### src/rtl/main_fsm.sv
// Multicycle RISC-V control FSM: sequences fetch/decode/execute/writeback from the opcode.
// Latency: outputs are decoded from the state register only, so they change one clk after a transition. No backpressure.
// Reset: asynchronous active-low, forces Fetch and aborts any instruction in flight.
module main_fsm (
    input  logic       clk,
    input  logic       reset_n,
    input  logic [6:0] op,
    output logic       AdrSrc,
    output logic       IRWrite,
    output logic [1:0] ALUSrcA,
    output logic [1:0] ALUSrcB,
    output logic [1:0] ResultSrc,
    output logic [1:0] ALUOp,
    output logic       PCUpdate,
    output logic       Branch,
    output logic       RegWrite,
    output logic       MemWrite,
    output logic [3:0] state
);

    typedef enum logic [3:0] {
        S_FETCH    = 4'd0,
        S_DECODE   = 4'd1,
        S_MEMADR   = 4'd2,
        S_MEMREAD  = 4'd3,
        S_MEMWB    = 4'd4,
        S_MEMWRITE = 4'd5,
        S_EXECR    = 4'd6,
        S_ALUWB    = 4'd7,
        S_EXECI    = 4'd8,
        S_JAL      = 4'd9,
        S_BEQ      = 4'd10
    } state_t;

    localparam logic [6:0] OP_LW  = 7'b0000011;
    localparam logic [6:0] OP_SW  = 7'b0100011;
    localparam logic [6:0] OP_R   = 7'b0110011;
    localparam logic [6:0] OP_I   = 7'b0010011;
    localparam logic [6:0] OP_JAL = 7'b1101111;
    localparam logic [6:0] OP_BEQ = 7'b1100011;

    state_t state_q;
    state_t state_d;

    always_ff @(posedge clk or negedge reset_n) begin
        if (!reset_n) begin
            state_q <= S_FETCH;
        end else begin
            state_q <= state_d;
        end
    end

    always_comb begin
        state_d = S_FETCH;
        case (state_q)
            S_FETCH:  state_d = S_DECODE;
            S_DECODE: begin
                // Unsupported opcodes fall straight back to Fetch without touching any write enable.
                case (op)
                    OP_LW, OP_SW: state_d = S_MEMADR;
                    OP_R:         state_d = S_EXECR;
                    OP_I:         state_d = S_EXECI;
                    OP_JAL:       state_d = S_JAL;
                    OP_BEQ:       state_d = S_BEQ;
                    default:      state_d = S_FETCH;
                endcase
            end
            S_MEMADR: begin
                if (op == OP_LW) begin
                    state_d = S_MEMREAD;
                end else if (op == OP_SW) begin
                    state_d = S_MEMWRITE;
                end else begin
                    state_d = S_FETCH;
                end
            end
            S_MEMREAD:  state_d = S_MEMWB;
            S_MEMWB:    state_d = S_FETCH;
            S_MEMWRITE: state_d = S_FETCH;
            S_EXECR:    state_d = S_ALUWB;
            S_EXECI:    state_d = S_ALUWB;
            S_JAL:      state_d = S_ALUWB;
            S_ALUWB:    state_d = S_FETCH;
            S_BEQ:      state_d = S_FETCH;
            default:    state_d = S_FETCH;
        endcase
    end

    // Pure Moore decode: op never reaches an output, and illegal codes leave everything at 0.
    always_comb begin
        AdrSrc    = 1'b0;
        IRWrite   = 1'b0;
        ALUSrcA   = 2'b00;
        ALUSrcB   = 2'b00;
        ResultSrc = 2'b00;
        ALUOp     = 2'b00;
        PCUpdate  = 1'b0;
        Branch    = 1'b0;
        RegWrite  = 1'b0;
        MemWrite  = 1'b0;
        case (state_q)
            S_FETCH: begin
                IRWrite   = 1'b1;
                ALUSrcB   = 2'b10;
                ResultSrc = 2'b10;
                PCUpdate  = 1'b1;
            end
            S_DECODE: begin
                ALUSrcA = 2'b01;
                ALUSrcB = 2'b01;
            end
            S_MEMADR: begin
                ALUSrcA = 2'b10;
                ALUSrcB = 2'b01;
            end
            S_MEMREAD: begin
                AdrSrc = 1'b1;
            end
            S_MEMWB: begin
                ResultSrc = 2'b01;
                RegWrite  = 1'b1;
            end
            S_MEMWRITE: begin
                AdrSrc   = 1'b1;
                MemWrite = 1'b1;
            end
            S_EXECR: begin
                ALUSrcA = 2'b10;
                ALUOp   = 2'b10;
            end
            S_ALUWB: begin
                RegWrite = 1'b1;
            end
            S_EXECI: begin
                ALUSrcA = 2'b10;
                ALUSrcB = 2'b01;
                ALUOp   = 2'b10;
            end
            S_JAL: begin
                ALUSrcA  = 2'b01;
                ALUSrcB  = 2'b10;
                PCUpdate = 1'b1;
            end
            S_BEQ: begin
                ALUSrcA = 2'b10;
                ALUOp   = 2'b01;
                Branch  = 1'b1;
            end
            default: begin
                AdrSrc = 1'b0;
            end
        endcase
    end

    assign state = state_q;

endmodule
### config.mk
export PLATFORM = sky130hd
export DESIGN_NAME = main_fsm
export DESIGN_NICKNAME = d
export VERILOG_FILES = /design/src/rtl/main_fsm.sv
export SDC_FILE = /design/constraint.sdc
export NUM_CORES = 1
export LEC_CHECK = 0
export ABC_AREA = 1
export BUFFER_PORTS_ARGS = -buffer_cell sky130_fd_sc_hd__buf_4
export CAP_MARGIN = 20
export CORE_AREA = 2 2 39 41
export CTS_BUF_LIST = sky130_fd_sc_hd__clkbuf_2
export CTS_CLUSTER_SIZE = 24
export DETAILED_ROUTE_END_ITERATION = 10
export DIE_AREA = 0 0 41 43
export MAX_ROUTING_LAYER = met4
export PLACE_DENSITY_LB_ADDON = 0.08
export SLEW_MARGIN = 0
export SYNTH_ARGS = -nofsm -noshare
export SYNTH_HDL_FRONTEND = slang
export SYNTH_SLANG_ARGS = --single-unit
export TNS_END_PERCENT = 20
### constraint.sdc
create_clock -name clk -period 2.2 [get_ports clk]
set_clock_uncertainty 0.1 [all_clocks]
set_input_delay 0.55 -clock clk [delete_from_list [all_inputs] [get_ports clk]]
set_output_delay 0.55 -clock clk [all_outputs]
set_load 0.05 [all_outputs]
==> results.cfg, run 1 <==
[status]
status = finished, final reports clean

[floorplanning]
std_cell_rows = 14
die_h_um = 43
start_util_pct = 32.10
dieArea_um2 = 1763
core_area_um2 = 1384
die_w_um = 41
io_pins = 27

[drt]
initialDrtViolationCount = 12
vias = 568
vias_per_cell = 4.544
final_antenna_net_count = 0
wl_um = 1159
remaining_drc_errors = 0
firstDrtPassIters = 4
wl_per_cell_um = 9.272

[worst_setup_path]
r2r_setup_slack_ps = 860
worstSetupEndpointType = output port
critical_path_class = reg2out
reg2reg_depth = 6
critPathMaxFanout = 5
timing.rr.end = state[1]
cp_data_arrival_time_ps = 1410
start_kind = register
required_ps = 1550
reg2reg_from = state[3]

[sta]
worstMarginPinSlew_ps = 270.0
fin_crit_ps = 2059
fmax_mhz = 485.6
post-route-period-util_pct = 93.61
maxSlewViolCount = 0
fin_hold_ws_ps = 34.25
rsz0062_at_grt = no
relSlewSlack_pct = 81.86
fin_tns_setup_ps = 0
setup_viol = 0
final_hold_viol_count = 0

[power]
p_switching_mw = 0.4819
seq_power_share_pct = 13.8
p_int_mw = 0.2805
power_density_nw_per_um2 = 1137
comb_power_share_pct = 77.8
leakage_nw = 0.4097
p_clk_share_pct = 8.4
vdd_drop_max_uv = 535.4
p_sw_share_pct = 63.21

[placed_design]
place_area_um2 = 655.6
post-dp-hpwl_um = 994.6
portBuffers = 26
place_congestion = 0.7407
placed_cells = 122

[yosys]
ys_types = 15
yosys_warnings = 0
ys_seq_area_share_pct = 22.54
syn-instance-count = 82
synth_area_per_cell_um2 = 5.417
synthTopCellsByArea = dfrtp_1 23%, nand2_1 19%, nor2_1 15%, inv_1 12%, nand3_1 7.9%
ys_ff_latch = 4
netlist_area_um2 = 444.2
synth_top_cell_by_area = dfrtp_1
yosysTopAreaCellShare_pct = 22.54
syn-num-nets = 91

[global_routing]
grt_max_degree = 8
grt_pass1_wl_um = 1869
grt_overflow_total = 0
antenna_found_initial = 0
track_usage_pct = 16.15
grt_pass1_vias = 467

[finish]
fin_nets = 120
syn2layout_area_growth_pct = 50.99
drive_gt1_share_pct = 33.03
fin_cells = 125
final_cell_mix = 26 x buf_4, 22 x nand2_1, 18 x nor2_1, 14 x inv_1, 7 x nand3_1
layout_commonest_cell = buf_4
diodes = 0
largest_reg_flops = 4
post-route-cell-area_um2 = 670.6

[cts]
clk_pin_slew_worst_paths_ps = 40
cts_made_buffers = 3
cts_sinks = 4
clk_latency_ps = 200
cts_root_buffer = clkbuf_2
cts_resized = 0
hold_buffers = 0
cts_setup_buffers = 0
h-tree-depth = 1
cts_tree = yes
cts_buffer_depth = 2

[min_path]
hp-class = in2async

[flow_run]
cap_violations = 0
worst max-delay path: stages, from the launching register on:
cell and delay [ps]:
dfrtp_1 430, inv_1 60, nor2_1 190, inv_1 120, o211ai_1 190, buf_4 230
area by class of cell:
| class | count | area (um2) |
|---|---|---|
| tap | 16 | 20.02 |
| clock buffer | 3 | 15.01 |
| multi-input combinational | 60 | 280.3 |
| fill | 166 | 713.2 |
| sequential | 4 | 100.1 |
| inverter | 16 | 60.06 |
| timing repair buffer | 26 | 195.2 |
metrics by stage:
stage | power (mW) | utilization (%) | setup slack [ps]
after CTS | 0.7704 | 48.46 | 124.2
after global placement | 0.7021 | 47.38 | 378.0
after detailed placement | 0.7017 | 47.38 | 353.4
final | 0.7624 | 48.46 | 140.6
after global routing | 0.8092 | 48.46 | 21.99
after floorplan | 0.5465 | - | -247.2
logic make-up after synthesis:
group                  count (synthesis)  synth area share (%)
buffers and inverters                 18                 16.90
AND/OR/NAND/NOR                       56                 55.21
AO/OA/AOI/OAI                          4                 5.354
flip-flops                             4                 22.54
power groups by stage:
stage               clock [mW]  combinational, mW  sequential (mW)
detailed placement           0              0.596            0.106
global route            0.0720              0.631            0.107
finish                  0.0641              0.593            0.105
CTS                     0.0690              0.596            0.105
floorplan                    0              0.400            0.146
global placement             0              0.596            0.106
synth_stat cells, drive strengths merged:
cell type / count
a21oi: 2
nand3: 7
o211ai: 1
inv: 16
o22ai: 1
dfrtp: 4
nand4: 2
nand3b: 1
nand2: 22
nor2: 22
nor3: 2
buf: 2
how the worst max path moves through the flow:
stage                        start          to  slack (ps)
final                     state[1]  ALUSrcA[1]         140
after global routing      state[2]  ALUSrcB[0]          20
after CTS                 state[2]  ALUSrcB[0]         120
after detailed placement  state[1]  ALUSrcA[1]         350
after global placement    state[2]  ALUSrcB[0]         380
after floorplan           state[2]      AdrSrc        -250
routing by layer:
layer / vias to the layer above / part of all wire [%] / GRT usage, %
met5: - / 0 / -
met4: 0 / 0 / 8.000
met3: 0 / 5.2 / 3.141
met2: 13 / 55 / 24.69
met1: 249 / 40 / 19.34
li1: 306 / - / -
Power figures use the tool's default switching activity.
==> run 2, diff against run 1 <==
- RECOVER_POWER: default -> 50
==> run 2 against run 1 <==
  * Non-clock buffer count stayed put
  * Utilization is 1.5 points lower
  * Maximum frequency is 0.18% lower
  * Wire length hardly changed
  * Clock-buffer cell count stayed put
  * Critical path depth stayed put
  * Global-route usage stayed put
  * Setup slack worse by 3.7 ps
  * Via count is 0.53% lower
  * Sequential power hardly changed
  * Critical endpoint unchanged
==> results.cfg, run 2 (same netlist as run 1, synthesis figures left out) <==
[status]
status = finished, final reports clean

[drt]
vias = 565
final_antenna_net_count = 0
wl_um = 1160
firstDrtPassIters = 4
initialDrtViolationCount = 12
wl_per_cell_um = 9.280
remaining_drc_errors = 0
vias_per_cell = 4.520

[worst_setup_path]
cp_data_arrival_time_ps = 1410
crit_family = flip-flops
cp_common_cell = inv_1
required_ps = 1550
critical_path_class = reg2out
crit_chain = inv_1, nor2_1, inv_1, o211ai_1, buf_4
crit_path_max_incr_delay_ps = 430
worstSetupEndpointType = output port
crit_slowest_cell = dfrtp_1
critPathMaxFanout = 5
start_kind = register
worst-path-buf-inv = 3

[power]
power_density_nw_per_um2 = 1146
vdd_drop_max_uv = 531.5
leakage_nw = 0.3890

[global_routing]
grt_max_degree = 8
grt_pass1_vias = 467
grt_pass1_wl_um = 1869
track_usage_pct = 16.15
antenna_found_initial = 0
grt_overflow_total = 0

[sta]
final_hold_viol_count = 0
worst_slack_ps = 136.9
rsz0062_at_grt = no
fin_crit_ps = 2063
worstMarginPinSlew_ps = 592.0
maxSlewViolCount = 0
setup_viol = 0
fin_hold_ws_ps = 63.60
post-route-period-util_pct = 93.78
relSlewSlack_pct = 60.71
fmax_mhz = 484.7

[finish]
fin_nets = 120
seqCellArea_um2 = 100.1
final_cell_mix = 22 x nand2_1, 20 x buf_4, 18 x nor2_1, 14 x inv_1, 7 x nand3_1
post-route-cell-area_um2 = 649.4
diodes = 0
multi_input_area_um2 = 280.3
largest_reg_flops = 4
syn2layout_area_growth_pct = 46.20
drive_gt1_share_pct = 28.44
layout_commonest_cell = nand2_1
fillers = 176

[placed_design]
place_congestion = 0.7407
place_area_um2 = 655.6
dp_slack_ps = 353.4
portBuffers = 26
post-dp-hpwl_um = 994.6

[cts]
hold_buffers = 0
clk_pin_slew_worst_paths_ps = 40
cts_buffer_depth = 2
cts_root_buffer = clkbuf_2
clk_latency_ps = 200
cts_tree = yes
cts_made_buffers = 3
cts_resized = 0
cts_setup_buffers = 0
h-tree-depth = 1
cts_sinks = 4

[floorplanning]
die_w_um = 41
core_area_um2 = 1384
die_h_um = 43
io_pins = 27
start_util_pct = 32.10
std_cell_rows = 14
dieArea_um2 = 1763

[min_path]
hp-class = in2async

[flow_run]
cap_violations = 0
run 2: area by class of cell:
class | instances | area share (%)
sequential | 4 | 15.41
clock buffer | 3 | 2.312
multi-input combinational | 60 | 43.16
tap | 16 | 3.083
timing repair buffer | 26 | 26.78
inverter | 16 | 9.249
run 2: where the power goes:
part	switching (mW)	total [mW]	internal (mW)
Combinational	0.436	0.575	0.140
Sequential	0.0187	0.105	0.0864
Clock	0.0271	0.0638	0.0366
Total	0.481	0.744	0.263
run 2: worst register-to-register path: cells and delay by family (launching register included):
kind	cells	cell delay (ps)
compound gates	1	180
flops	1	410
buf+inv	1	130
simple gates	4	410
run 2: per-stage QoR:
step                      TNS, ps  total power, mW  util [%]  instances
final                           0           0.7441     46.93        125
after CTS                       0           0.7704     48.46        125
after detailed placement        0           0.7017     47.38        122
after floorplan             -1228           0.5465         -         82
after global placement          0           0.7021     47.38        122
after global routing            0           0.7905     46.93        125
run 2: layer usage:
layer  global-route usage [%]  part of all wire, %  vias to the layer above
met1                    19.34                   41                      246
met4                    8.000                    0                        0
met3                    3.141                  5.7                        0
met5                        -                    0                        -
met2                    24.69                   54                       13
li1                         -                    -                      306
run 2: worst paths after layout:
kind | start | to | slack, ps | cells after the start
max in group asynchronous | reset_n | state[3] | 1770 | 1
worst max register to register | state[3] | state[1] | 860 | 6
worst min-delay path | reset_n | state[0] | 60 | 1
worst min register to register | state[3] | state[3] | 650 | 5
worst max-delay path | state[1] | ALUSrcA[1] | 140 | 5
min in group clk | op[6] | state[2] | 570 | 4
==> run 3, diff against run 2 <==
- BUFFER_PORTS_ARGS: -buffer_cell sky130_fd_sc_hd__buf_4 -> -buffer_cell sky130_fd_sc_hd__buf_2
- RECOVER_POWER: 50 -> default
==> run 3 against run 2 <==
  * Power down 5.5%
  * Sequential share of layout area is 1.1 points higher
  * Global-route usage is 1.6 points lower
  * Hold slack got worse by 16 ps
  * Critical path type unchanged
  * Largest cell class unchanged
  * Highest routed layer unchanged
==> results.cfg, run 3 (same netlist as run 1, synthesis figures left out) <==
[floorplanning]
die_w_um = 41
start_util_pct = 32.10
core_area_um2 = 1384
dieArea_um2 = 1763
io_pins = 27
die_h_um = 43
std_cell_rows = 14

[cts]
cts_made_buffers = 3
clk_latency_ps = 190
cts_sinks = 4
cts_buffer_depth = 2
cts_setup_buffers = 0
hold_buffers = 0
cts_root_buffer = clkbuf_2
cts_tree = yes
clk_pin_slew_worst_paths_ps = 40
h-tree-depth = 1
cts_resized = 0

[status]
status = finished, final reports clean

[finish]
syn2layout_area_growth_pct = 36.34
post-route-cell-area_um2 = 605.6
multi_input_area_um2 = 280.3
diodes = 0
largest_reg_flops = 4
final_core_util_pct = 43.76
layout_commonest_cell = buf_2
final_cell_mix = 26 x buf_2, 22 x nand2_1, 18 x nor2_1, 14 x inv_1, 7 x nand3_1
fin_cells = 125
drive_gt1_share_pct = 33.03
fillers = 168
fin_nets = 120
seqCellArea_um2 = 100.1

[power]
power_mw = 0.7033
leakage_nw = 0.3982
vdd_drop_max_uv = 559.4
power_density_nw_per_um2 = 1161

[global_routing]
track_usage_pct = 14.60
grt_max_degree = 8
grt_overflow_total = 0
grt_pass1_vias = 444
antenna_found_initial = 0
grt_pass1_wl_um = 1725

[drt]
initialDrtViolationCount = 16
vias = 553
firstDrtPassIters = 4
wl_per_cell_um = 8.632
vias_per_cell = 4.424
final_antenna_net_count = 0
remaining_drc_errors = 0
wl_um = 1079

[placed_design]
place_congestion = 0.7263
post-dp-hpwl_um = 948.8
dp_slack_ps = 313.4
place_area_um2 = 590.6
placed_cells = 122
portBuffers = 26

[worst_setup_path]
critPathMaxFanout = 7
cp_data_arrival_time_ps = 1460
start_kind = register
worstSetupEndpointType = output port
critical_path_class = reg2out
required_ps = 1550

[sta]
worst_slack_ps = 93.77
worstMarginPinSlew_ps = 286.8
maxSlewViolCount = 0
fin_tns_setup_ps = 0
setup_viol = 0
fmax_mhz = 474.8
post-route-period-util_pct = 95.74
rsz0062_at_grt = no
fin_crit_ps = 2106
fin_hold_ws_ps = 47.64
final_hold_viol_count = 0
relSlewSlack_pct = 80.73

[min_path]
hp-class = in2async

[flow_run]
cap_violations = 0
==> run 3: changes by cell type in the layout (fill, tap and decap cells not counted), sizes merged <==
cell and delta:
buf +6, clkbuf -6
==> run 3: report_power, final <==
group          internal (mW)  switching (mW)  total, mW
Sequential            0.0865          0.0181      0.105
Clock                 0.0366          0.0256     0.0622
Combinational          0.106           0.431      0.536
==> run 3: final timing paths <==
path | start | to | slack, ps | depth (start not counted)
worst max-delay path | state[2] | ALUSrcB[0] | 90 | 6
worst min-delay path | reset_n | state[1] | 50 | 1
worst max register to register | state[3] | state[1] | 870 | 6
worst min register to register | state[3] | state[3] | 650 | 5
max in group asynchronous | reset_n | state[2] | 1840 | 1
min in group clk | op[5] | state[3] | 590 | 4
==> run 3: cell type report <==
class / instances / share of cell area, %
multi-input combinational: 60 / 46.28
timing repair buffer: 26 / 21.49
tap: 16 / 3.306
clock buffer: 3 / 2.479
sequential: 4 / 16.53
inverter: 16 / 9.917
==> run 3: worst max-delay path, cell delays in order, from the launching register on <==
cell,delay [ps]
dfrtp_1,460
nor2_2,200
inv_2,80
nor2_4,170
nor2_1,50
nand2_1,50
buf_2,260
==> run 3: layer usage <==
metal / GRT usage (%) / routed length (um) / share of wire (%) / vias up
li1: - / - / - / 305
met1: 18.36 / 491 / 46 / 235
met2: 21.88 / 537 / 50 / 13
met3: 3.141 / 50 / 4.6 / 0
met4: 6.000 / 0 / 0 / 0
met5: - / 0 / 0 / -
